## src/rtl/coproc_dispatch.sv

```systemverilog
// coproc_dispatch: multi-cycle dispatcher for the FFT / encrypt / decrypt
// coprocessor instructions. Accepts one instruction at a time from decode,
// stalls the pipeline, pulses the selected unit's start and waits for its done.
// It then issues a single register-file writeback.
// Optional watchdog: define COPROC_TIMEOUT_EN to build the WAIT-state timeout
// counter and the sticky err flag (err_clr clears it). Without the macro,
// WAIT lasts until the selected done arrives and err is tied low.
module coproc_dispatch #(
  parameter int DATA_W  = 8,
  parameter int RADDR_W = 4,
  parameter int TIMEOUT = 255
) (
  input  logic               clk,
  input  logic               rst_n,
  input  logic               issue_valid,
  input  logic [4:0]         opcode,
  input  logic [DATA_W-1:0]  rs1_data,
  input  logic [DATA_W-1:0]  rs2_data,
  input  logic [RADDR_W-1:0] rd_addr,
  output logic               issue_ready,
  output logic               stall,
  output logic [DATA_W-1:0]  co_op_a,
  output logic [DATA_W-1:0]  co_op_b,
  output logic               fft_start,
  output logic               enc_start,
  output logic               dec_start,
  input  logic               fft_done,
  input  logic               enc_done,
  input  logic               dec_done,
  input  logic [DATA_W-1:0]  fft_res,
  input  logic [DATA_W-1:0]  enc_res,
  input  logic [DATA_W-1:0]  dec_res,
  output logic               wb_en,
  output logic [RADDR_W-1:0] wb_addr,
  output logic [DATA_W-1:0]  wb_data,
  output logic               err,
  input  logic               err_clr
);

  localparam logic [4:0] OP_FFT = 5'b10010;
  localparam logic [4:0] OP_ENC = 5'b10011;
  localparam logic [4:0] OP_DEC = 5'b10100;

  typedef enum logic [1:0] {
    S_IDLE  = 2'd0,
    S_START = 2'd1,
    S_WAIT  = 2'd2,
    S_WB    = 2'd3
  } state_t;

  state_t             state_q, state_d;
  // Selected unit, one-hot: bit 0 = FFT, bit 1 = encrypt, bit 2 = decrypt.
  logic [2:0]         unit_q, unit_d;
  logic [2:0]         start_q, start_d;
  logic [DATA_W-1:0]  op_a_q, op_a_d;
  logic [DATA_W-1:0]  op_b_q, op_b_d;
  logic [RADDR_W-1:0] rd_q, rd_d;
  logic               wb_en_q, wb_en_d;
  logic [RADDR_W-1:0] wb_addr_q, wb_addr_d;
  logic [DATA_W-1:0]  wb_data_q, wb_data_d;

  logic [2:0]         issue_unit;
  logic               sel_done;
  logic [DATA_W-1:0]  sel_res;
  logic               timeout_hit;

  // Opcode decode: which unit (if any) the presented instruction targets
  always_comb begin
    issue_unit = 3'b000;
    case (opcode)
      OP_FFT:  issue_unit = 3'b001;
      OP_ENC:  issue_unit = 3'b010;
      OP_DEC:  issue_unit = 3'b100;
      default: issue_unit = 3'b000;
    endcase
  end

  // Only the latched unit's done/result is observed; other units are masked
  always_comb begin
    sel_done = |(unit_q & {dec_done, enc_done, fft_done});
    sel_res  = '0;
    if (unit_q[0]) begin
      sel_res = fft_res;
    end else if (unit_q[1]) begin
      sel_res = enc_res;
    end else if (unit_q[2]) begin
      sel_res = dec_res;
    end
  end

`ifdef COPROC_TIMEOUT_EN
  localparam int CNT_W = (TIMEOUT < 2) ? 1 : $clog2(TIMEOUT + 1);
  localparam logic [CNT_W-1:0] CNT_LOAD = CNT_W'(TIMEOUT);

  logic [CNT_W-1:0] cnt_q, cnt_d;
  logic             err_q, err_d;

  // Watchdog: loaded in START, counts down in WAIT; a done in the last cycle still wins
  always_comb begin
    cnt_d       = cnt_q;
    timeout_hit = 1'b0;
    if (state_q == S_START) begin
      cnt_d = CNT_LOAD;
    end else if ((state_q == S_WAIT) && !sel_done) begin
      if (cnt_q == '0) begin
        timeout_hit = 1'b1;
      end else begin
        cnt_d = cnt_q - CNT_W'(1);
      end
    end
  end

  // Sticky error: a timeout in the same cycle as err_clr leaves err set
  always_comb begin
    err_d = err_q;
    if (err_clr) begin
      err_d = 1'b0;
    end
    if (timeout_hit) begin
      err_d = 1'b1;
    end
  end

  // Watchdog state registers
  always_ff @(posedge clk or negedge rst_n) begin
    if (!rst_n) begin
      cnt_q <= '0;
      err_q <= 1'b0;
    end else begin
      cnt_q <= cnt_d;
      err_q <= err_d;
    end
  end

  assign err = err_q;
`else
  // No watchdog: WAIT only ends on the selected done.
  logic unused_cfg;
  assign timeout_hit = 1'b0;
  assign err         = 1'b0;
  assign unused_cfg  = err_clr ^ (TIMEOUT == 0);
`endif

  // Dispatch sequencing: IDLE -> START -> WAIT -> WB -> IDLE, with registered outputs
  always_comb begin
    state_d   = state_q;
    unit_d    = unit_q;
    start_d   = 3'b000;
    op_a_d    = op_a_q;
    op_b_d    = op_b_q;
    rd_d      = rd_q;
    wb_en_d   = 1'b0;
    wb_addr_d = wb_addr_q;
    wb_data_d = wb_data_q;
    case (state_q)
      S_IDLE: begin
        if (issue_valid && (issue_unit != 3'b000)) begin
          unit_d  = issue_unit;
          start_d = issue_unit;
          op_a_d  = rs1_data;
          op_b_d  = rs2_data;
          rd_d    = rd_addr;
          state_d = S_START;
        end
      end
      S_START: begin
        state_d = S_WAIT;
      end
      S_WAIT: begin
        if (sel_done) begin
          wb_en_d   = 1'b1;
          wb_addr_d = rd_q;
          wb_data_d = sel_res;
          state_d   = S_WB;
        end else if (timeout_hit) begin
          state_d = S_IDLE;
        end
      end
      S_WB: begin
        state_d = S_IDLE;
      end
      default: begin
        state_d = S_IDLE;
      end
    endcase
  end

  // Dispatch state and output registers; reset aborts any operation at once
  always_ff @(posedge clk or negedge rst_n) begin
    if (!rst_n) begin
      state_q   <= S_IDLE;
      unit_q    <= 3'b000;
      start_q   <= 3'b000;
      op_a_q    <= '0;
      op_b_q    <= '0;
      rd_q      <= '0;
      wb_en_q   <= 1'b0;
      wb_addr_q <= '0;
      wb_data_q <= '0;
    end else begin
      state_q   <= state_d;
      unit_q    <= unit_d;
      start_q   <= start_d;
      op_a_q    <= op_a_d;
      op_b_q    <= op_b_d;
      rd_q      <= rd_d;
      wb_en_q   <= wb_en_d;
      wb_addr_q <= wb_addr_d;
      wb_data_q <= wb_data_d;
    end
  end

  assign issue_ready = (state_q == S_IDLE);
  assign stall       = (state_q != S_IDLE);
  assign co_op_a     = op_a_q;
  assign co_op_b     = op_b_q;
  assign fft_start   = start_q[0];
  assign enc_start   = start_q[1];
  assign dec_start   = start_q[2];
  assign wb_en       = wb_en_q;
  assign wb_addr     = wb_addr_q;
  assign wb_data     = wb_data_q;

endmodule

```

## config.mk

```make
export PLATFORM = sky130hd
export DESIGN_NAME = coproc_dispatch
export DESIGN_NICKNAME = d
export VERILOG_FILES = /design/src/rtl/coproc_dispatch.sv
export SDC_FILE = /design/constraint.sdc
export NUM_CORES = 1
export LEC_CHECK = 0
export CORE_MARGIN = 5
export CORE_UTILIZATION = 40
export CTS_CLUSTER_DIAMETER = 150
export DETAILED_ROUTE_END_ITERATION = 8
export PLACE_DENSITY = 0.8
export RECOVER_POWER = 25
export SLEW_MARGIN = 10
export SYNTH_ARGS = -nofsm -noshare
export SYNTH_HDL_FRONTEND = slang
export SYNTH_SLANG_ARGS = --single-unit
```

## constraint.sdc

```tcl
create_clock -name clk -period 3.33 [get_ports clk]
set_input_delay 0.4995 -clock clk [delete_from_list [all_inputs] [get_ports clk]]
set_output_delay 0.4995 -clock clk [all_outputs]
set_load 0.005 [all_outputs]
```

# [After elaboration in Yosys (flattened, before gate mapping)]
# Index checks and enable logic that the tools add are counted.
[word_totals] reg_bits=41 latchBits=0 ramBits=0 rom_bits=0 input_bits=56 out_inout_bits=35 wordCells=37 mem_count=0
[op_classes] addsub=0 n_mul=0 n_div=0 n_lt_le_gt_ge=0 eq_ne=8 n_shift=0 muxes=11 n_bitwise=1 n_reduce_logical=8
[ops] operator="2-to-1 mux 8 bit" n=3
[ops] operator="equality test 5 bit, second input constant" n=3
[ops] operator="one-hot mux 3 bit (3 select lines)" n=1
[ops] operator="one-hot mux 2 bit (4 select lines)" n=1
[ops] operator="2-to-1 mux 3 bit" n=2
[ops] operator="AND reduction 2 bit" n=3
[ops] operator="equality test 2 bit, second input constant" n=2
[ops] operator="2-to-1 mux 2 bit" n=2
[ops] operator="AND 3 bit" n=1
[ops] operator="nonzero test 3 bit" n=1
[ops] operator="OR reduction 3 bit" n=1
[ops] operator="equality test 2 x 1 -> 1 bit, second input constant" n=1
[ops] operator="zero test 2 bit" n=1
[ops] operator="2-to-1 mux 1 bit" n=2
[ops] operator="!= test 2 x 1 -> 1 bit, second input constant" n=1
[ops] operator="!= test 2 bit, second input constant" n=1
[ops] operator="nonzero test 2 bit" n=1
[ops] operator="logical AND 1 bit" n=1

# [Depth between registers and ports, before layout]
# Gate-level depths: netlist of the first run.
[depth] depth_word=6 depth_mapped=7 ltp_nobuf=6

# [Worst setup path before layout of the first run]
# OpenSTA, ideal clock, no wires.
[synth_timing] path_type="reg2reg" from="reg state_q[0]" to="reg op_a_q[0], in the netlist co_op_a[0]" setup_time_ns=0.125 arrival_ns=1.535 t_required_ns=3.205 setup_slack_ns=1.670 stages_incl_launch_ff=7 path_buffers=1 synth_period_minus_slack_ns=1.660 cell_sequence="dfrtp_1 > inv_1 > ha_1 > and4b_1 > o21ai_2 > buf_2 > mux2_2"
[synth_between] elab_chain_cells=2
[synth_lines] element="from (decl)" line_no="51" rtl="state_t state_q, state_d;"
[synth_lines] element="from (signal assigned)" line_no="201" rtl="state_q <= state_d;"
[synth_lines] element="zero test 2 bit"
[synth_lines] element="net issue_ready" line_no="20" rtl="output logic issue_ready,"
[synth_lines] element="AND reduction 2 bit (no source line)"
[synth_lines] element="to (signal assigned)" line_no="204" rtl="op_a_q <= op_a_d;"
[synth_lines] element="to (decl)" line_no="55" rtl="logic [DATA_W-1:0] op_a_q, op_a_d;"
# The timed path passes the listed nets, and every way through them passes these cells.
# A chain may end at the register's enable or synchronous reset.

# [Worst setup path after layout of the first run]
[layout_timing] from="in opcode[1]" to="reg op_a_q[4], in the netlist co_op_a[4]"
[layout_between] elab_chain_cells=5
[layout_lines] element="from (decl)" line_no="16" rtl="input logic [4:0] opcode,"
[layout_lines] element="equality test 5 bit" line_no="70" rtl="case (opcode)"
[layout_lines] element="one-hot mux 3 bit (3 select lines) (*)" line_no="70"
[layout_lines] element="nonzero test 3 bit (*)" line_no="157" rtl="if (issue_valid && (issue_unit != 3'b000)) begin"
[layout_lines] element="logical AND 1 bit (*)" line_no="157"
[layout_lines] element="AND reduction 2 bit (no source line) (*)"
# Every way passes the cells marked *; elsewhere a longest branch is shown, timed or not.

==> results of run 1 <==
-- synthesized netlist by cell type, drive strengths merged (2+ instances only) --
cell type	number
nand2b	2
nor3b	2
nor2b	9
mux2	25
nor2	2
clkbuf	2
dfrtp	41
a221oi	7
buf	6
inv	6
nand2	15
o31ai	7
ha	2
o21ai	3
a21oi	3
-- power groups by stage --
| stage | sequential, uW | combinational (uW) | clock, uW |
|---|---|---|---|
| floorplan | 809 | 317 | 0 |
| global placement | 795 | 780 | 0 |
| detailed placement | 808 | 795 | 0 |
| CTS | 799 | 801 | 425 |
| global route | 824 | 849 | 455 |
| finish | 796 | 781 | 411 |
-- registers in the layout (all words and copies together), names as in the netlist --
name,count
unit_q,3
wb_en,1
state_q,2
rd_q,4
start_q,3
wb_data,8
wb_addr,4
co_op_a,8
co_op_b,8
-- routing by layer --
layer  routed length, um  up-vias  GRT usage [%]
li1                    -      694              -
met4                  57        0          4.296
met5                   0        -              0
met2                2166       50          24.24
met3                 284        7          4.282
met1                1760      704          17.87
-- worst max path at each step --
| stage | to | slack, ns | cells after the start |
|---|---|---|---|
| finish | co_op_a[4] | 1.10 | 5 |
| global route | wb_data[2] | 0.71 | 1 |
| CTS | co_op_a[5] | 1.06 | 5 |
| detailed placement | co_op_a[4] | 0.74 | 5 |
| global placement | co_op_a[6] | 0.75 | 5 |
| floorplan | co_op_a[0] | 1.67 | 6 |
-- cells by family after synthesis --
kind of cell | share of synthesized area [%]
multiplexers | 16.09
buffers and inverters | 4.264
flip-flops | 56.40
AND/OR/NAND/NOR | 10.73
AO/OA/AOI/OAI | 10.94
other | 0.2061
adder cells (fa/ha/maj) | 1.375
-- critical path, stage by stage --
cell and delay [ns]:
clkdlybuf4s50_1 0.48, nor2b_2 0.22, o21ai_2 0.56, buf_4 0.30
mux2_2 0.35
-- area by class of cell --
type	count	area share [%]
tap	52	2.298
timing repair buffer	89	31.15
clock buffer	6	2.916
inverter	6	0.7954
clock inverter	2	1.326
multi-input combinational	89	25.28
sequential	41	36.23
-- per-stage QoR --
step / instances / total power, uW / setup WS, ns / hold WS, ns / area [um^2]
3_5_place_dp: 277 / 1602 / 0.7402 / 0.4648 / 2713
5_1_grt: 285 / 2128 / 0.7089 / 0.4952 / 2831
4_1_cts: 285 / 2025 / 1.058 / 0.3750 / 2833
2_1_floorplan: 144 / 1126 / 1.670 / 0.2039 / 1819
3_3_place_gp: 277 / 1575 / 0.7544 / 0.4605 / 2713
6_report: 285 / 1988 / 1.096 / 0.4839 / 2831
-- layout by cell type (no fill, tap or decap), types with 2 or more instances in the layout --
master and count:
inv_1 6, o31ai_1 7, a21oi_1 3, clkdlybuf4s50_1 87, mux2_2 21, nor2_1 2, mux2_4 3, ha_1 2
clkbuf_8 6, nor2b_1 8, o21ai_0 2, dfrtp_1 41, nand2_1 15, a221oi_1 7
==> impl_results.md, run 1 <==
- Violations in the final reports: max-capacitance violations, max-slew violations
- PD cells: between 700 and 800 mW/mm^2
- Wire length of the first global-routing pass: 7072 um
- Final HPWL DP: 3190 um
- Floorplan core area: 0.004384 mm^2
- Die outline width: 77.44 um
- Detailed-route wire length: 4269 um
- Relative contribution of combinational cells to total power: 39.3%
- Pin count of the biggest net entering global routing: 42
- Wire length per cell after detailed routing: ~15 um
- CP startpoint kind: input port
- Maximum resistive drop on vdd: 409.5 uV
- TritonCTS clock tree: yes
- Inserted Diodes: 0
- Overall die area: ~0.006 mm^2
- Area of the mapped netlist: around 0.0018 mm^2
- NetSw: 514.2 uW
- I/O pin count: 91
- Required @ worst endpoint: 3.51 ns
- Internal power contribution: 1474 uW
- Register-to-Register Path Depth: 3
- Starting Density: 41.50%
- Capture point of the worst reg-to-reg path: wb_addr[0]
- Number of distinct library cells after synthesis: 35
- Post-Synthesis Cells: 144
- Layout cells sized above 1: 15.88%
- Synth area leader: dfrtp_1
- Post-Syn Area per Cell: about 13 um^2
- Share of synthesized flip-flops with an asynchronous set or reset: 100.0%
- Port buffer count: 88
- Sequential cell area: 0.001026 mm^2
- Overall die height: 77.44 um
- Vias per cell: about 5
- Utilization of the core after routing: between 60 and 70%
- Number of hold-slack violations in the final timing report: 0
- Clock buffers created by TritonCTS: 5
- Fillers: roughly 370
- Switching part of the total power: 25.86%
- Routability-driven placement congestion ratio: 0.7075
- Clock latency on the worst-skew pair: 0.28 ns
- Final Max Slew Viols: 42
- Worst hold path stage count: 2
- Fmax achieved: 447.5 MHz
- Footprint of the multi-input gates: 715.7 um^2
- Total number of H-tree levels: 2
- DRC violations left: 0
- Residual overflow from global routing: 0
- Critical register-to-register path startpoint: unit_q[0]
- # Post-CTS Setup Buffers: 0
- Yosys warning count: 0
- Kind of path behind the tightest hold check: flop to flop
- Hold path start: wb_data[1]
- Clock root cell: clkbuf_8
- Worst clock skew on the final layout: between 0.003 and 0.004 ns
- Result of the run: complete, but fails checks
- Min Clock Period, post-route: 2.234 ns
- Post-layout net count: 290
- Launch point of the worst path: opcode[1]
- Number of vias in the routed layout: 1455
- Cell types with the largest area share after synthesis: dfrtp_1 56%, mux2_2 13%, a221oi_1 3.4%
- Count of clock tree sinks: 41
- Transition time at the pin with the least slew margin: approximately 2.2 ns
- Max_slew headroom: -44.67%
- First drt pass iteration count: 4
- Initial antenna violation count: 0
- Biggest fanout along the worst timing path: 14
- Critical path capture point type: flop
- Residual antenna-violating net count after detailed routing: 0
- Final worst-path cycle share: between 60% and 70%
- Violation count after the first detailed-routing iteration: 70
- Clock power share: 20.7%
- Flop-to-flop setup slack: roughly 1.3 ns
- Number of gates resized after cts: 0
- Sequential fraction of the synthesis area: ~56%
- Overall global routing resource usage: 14.40%
- Count of flip-flops with a built-in enable after synthesis: 0
- Share of total power in sequential cells: 40.0%
- Final setup TNS: 0 ns
- Count of state elements after synthesis: around 40
- Final setup violating endpoints: 0
- FP Rows: 24
- Clk buf depth: 2
- Synth Flop Type: dfrtp_1
- Cell leakage power: 0.001230 uW
- Post-CTS clock slew at the launch and capture registers of the worst setup and hold paths: approximately 0.080 ns
- Layout overhead on the synthesized area: 55.64%
- Mapped Nets: 202
- Unrepaired setup endpoints after global routing: no
- Post-cts hold buffer count: 0
- Kind of critical path: input port to flop
- Endpoint arrival time on the critical path: 2.41 ns
- Via count of the first global-routing pass: 1456
- Capture endpoint of the worst hold path: wb_data[1]
- Share of Yosys cell area claimed by the top area cell type: 56.40%
- Number of max-cap violations: 1
No activity file was read; power rests on OpenSTA's default activity.
==> run 2, diff against run 1 <==
--- a/config.mk
+++ b/config.mk
@@ -6,10 +6,10 @@
 export NUM_CORES = 1
 export LEC_CHECK = 0
 export CORE_MARGIN = 5
-export CORE_UTILIZATION = 40
+export CORE_UTILIZATION = 36
 export CTS_CLUSTER_DIAMETER = 150
 export DETAILED_ROUTE_END_ITERATION = 8
-export PLACE_DENSITY = 0.8
+export PLACE_DENSITY = 0.76
 export RECOVER_POWER = 25
 export SLEW_MARGIN = 10
 export SYNTH_ARGS = -nofsm -noshare
==> constraint.sdc (replaced) <==
create_clock -name clk -period 2 [get_ports clk]
set_input_delay 0.3 -clock clk [delete_from_list [all_inputs] [get_ports clk]]
set_output_delay 0.3 -clock clk [all_outputs]
set_load 0.005 [all_outputs]
==> run 2 against run 1 <==
The flow now finishes without violations. First-iteration DRC count up 7.1%. Routed wire length increased by 7.4%. Clock-buffer cell count up 1. Sequential power up 66%. Combinational power increased by 77%. Largest power group is now combinational cells. Highest routed layer unchanged.
==> impl_results.md, run 2 (synthesis gave the netlist of run 1 again) <==
- Result of the run: finished, final reports clean
- Total number of H-tree levels: 2
- Worst clock skew on the final layout: 0.004888 ns
- Min Clock Period, post-route: 1.835 ns
- Clock buffers created by TritonCTS: 5
- Sequential cell area: 0.001026 mm^2
- Die outline width: around 81 um
- DRC violations left: 0
- Maximum cell stage delay along the critical path: roughly 0.53 ns
- Max stage delay cell, worst path: clkdlybuf4s50_1
- Count of clock tree sinks: 41
- Inserted Diodes: 0
- Unrepaired setup endpoints after global routing: no
- Transition time at the pin with the least slew margin: 1.036 ns
- Violation count after the first detailed-routing iteration: 75
- Layout cells sized above 1: 19.42%
- Number of hold-slack violations in the final timing report: 0
- Via count of the first global-routing pass: roughly 1600
- PD cells: approximately 1100 mW/mm^2
- Max_slew headroom: a little under a third
- Cell family with most CP delay: buffers and inverters
- Residual antenna-violating net count after detailed routing: 0
- Fillers: 448
- Final HPWL DP: 3481 um
- Number of max-cap violations: 0
- Post-CTS clock slew at the launch and capture registers of the worst setup and hold paths: 0.08 ns
- Port buffer count: 88
- Pin count of the biggest net entering global routing: 42
- Detailed-route wire length: 4586 um
- Floorplan core area: 0.004817 mm^2
- Pre-CTS setup slack: -0.01287 ns
- Critical path capture point type: primary output
- TritonCTS clock tree: yes
- Clk buf depth: 2
- Maximum resistive drop on vdd: slightly above 700 uV
- Final setup slack of the worst path: 0.1648 ns
- Overall global routing resource usage: 14.41%
- Post-layout net count: 299
- Critical path buffer and inverter count: 2
- Wire length of the first global-routing pass: 7314 um
- Clock latency on the worst-skew pair: 0.29 ns
- Residual overflow from global routing: 0
- Final worst-path cycle share: 91.76%
- Leading cell types in the layout, fill and taps excluded: 87 x clkdlybuf4s50_1, 41 x dfrtp_1, 21 x mux2_2
- Fmax achieved: roughly 540 MHz
- Final setup violating endpoints: 0
- Cell leakage power: 0.001283 uW
- Most common cell after layout, fill and taps aside: clkdlybuf4s50_1
- Routability-driven placement congestion ratio: between 0.7 and 0.8
- Kind of path behind the tightest hold check: flop to flop
- Layout overhead on the synthesized area: 60.94%
- Clock root cell: clkbuf_8
- Number of vias in the routed layout: ~1500
- Biggest fanout along the worst timing path: 6
- First drt pass iteration count: 4
- Overall die area: 0.006575 mm^2
- Required @ worst endpoint: approximately 1.7 ns
- Wire length per cell after detailed routing: 14.84 um
- CP startpoint kind: flop
- Starting Density: between 30 and 40%
- I/O pin count: 91
- Kind of critical path: flop to primary output
- Cells traversed along the worst timing path: inv_1, ha_2, clkdlybuf4s50_1
- Footprint of the multi-input gates: 718.2 um^2
- Overall die height: 81.09 um
- Final Max Slew Viols: 0
- # Post-CTS Setup Buffers: 0
- Vias per cell: 4.773
- Initial antenna violation count: 0
- FP Rows: 25
- Final setup TNS: 0 ns
- Endpoint arrival time on the critical path: 1.54 ns
-- run 2: cell types whose count changed in the layout (fill, tap and decap cells not counted), sizes merged --
| cell | previous run | this run |
|---|---|---|
| dlygate4sd3 | 0 | 1 |
| bufinv | 1 | 0 |
| clkbuf | 7 | 8 |
| clkinv | 0 | 1 |
| clkinvlp | 1 | 0 |
| buf | 1 | 9 |
-- run 2: layout make-up --
class	count	share of cell area [%]
well taps	67	2.863
repair buffers	98	33.33
multi-input cells	89	24.53
flip-flops and latches	41	35.04
inverters	6	0.7692
clock inverters	1	0.1709
clock buffers	7	3.291
-- run 2: path summary, 6_finish.rpt --
path                             from     endpoint  slack (ns)  depth (start not counted)
max in group asynchronous       rst_n   start_q[0]        0.54                          3
setup reg to reg           state_q[0]   co_op_a[7]        0.27                          6
hold reg to reg            wb_data[0]   wb_data[0]        0.48                          2
min in group asynchronous       rst_n   wb_data[1]        0.82                          3
hold / removal             wb_data[0]   wb_data[0]        0.48                          2
setup / recovery           state_q[0]  issue_ready        0.16                          3
-- run 2: repair_timing --
action	4_1_cts	5_1_grt
resized for setup	0	1
setup endpoints to repair	0	1
hold buffers	1	0
endpoints found under the hold margin	41	0
-- run 2: report_power, final --
| group | switching (uW) | internal, uW | total [uW] |
|---|---|---|---|
| clock | 286 | 312 | 598 |
| sequential | 162 | 1160 | 1320 |
| combinational | 444 | 936 | 1380 |
-- run 2: through the flow --
stage | power [uW] | utilization, % | hold WS, ns | area [um^2] | cells
2_1_floorplan | 1875 | - | 0.004409 | 1819 | 144
3_3_place_gp | 2682 | 58.73 | 0.2903 | 2829 | 300
3_5_place_dp | 2747 | 58.73 | 0.2925 | 2829 | 300
4_1_cts | 3355 | 61.04 | 0.4851 | 2940 | 309
5_1_grt | 3540 | 60.78 | 0.5236 | 2928 | 309
6_report | 3299 | 60.78 | 0.4830 | 2928 | 309
-- run 2: worst register-to-register path, cell delays in order, from the launching register on --
cell     delay [ns]
dfrtp_1        0.38
inv_1          0.08
ha_2           0.25
and4b_1        0.32
o21ai_2        0.11
buf_12         0.17
mux2_1         0.32
-- run 2: routing by layer --
layer / global-route usage (%) / vias to the layer above / share of wire, %
met5: 0 / - / 0
met4: 3.716 / 0 / 0.96
met3: 4.767 / 6 / 6.7
met2: 25.29 / 47 / 51
met1: 16.88 / 717 / 42
li1: - / 705 / -
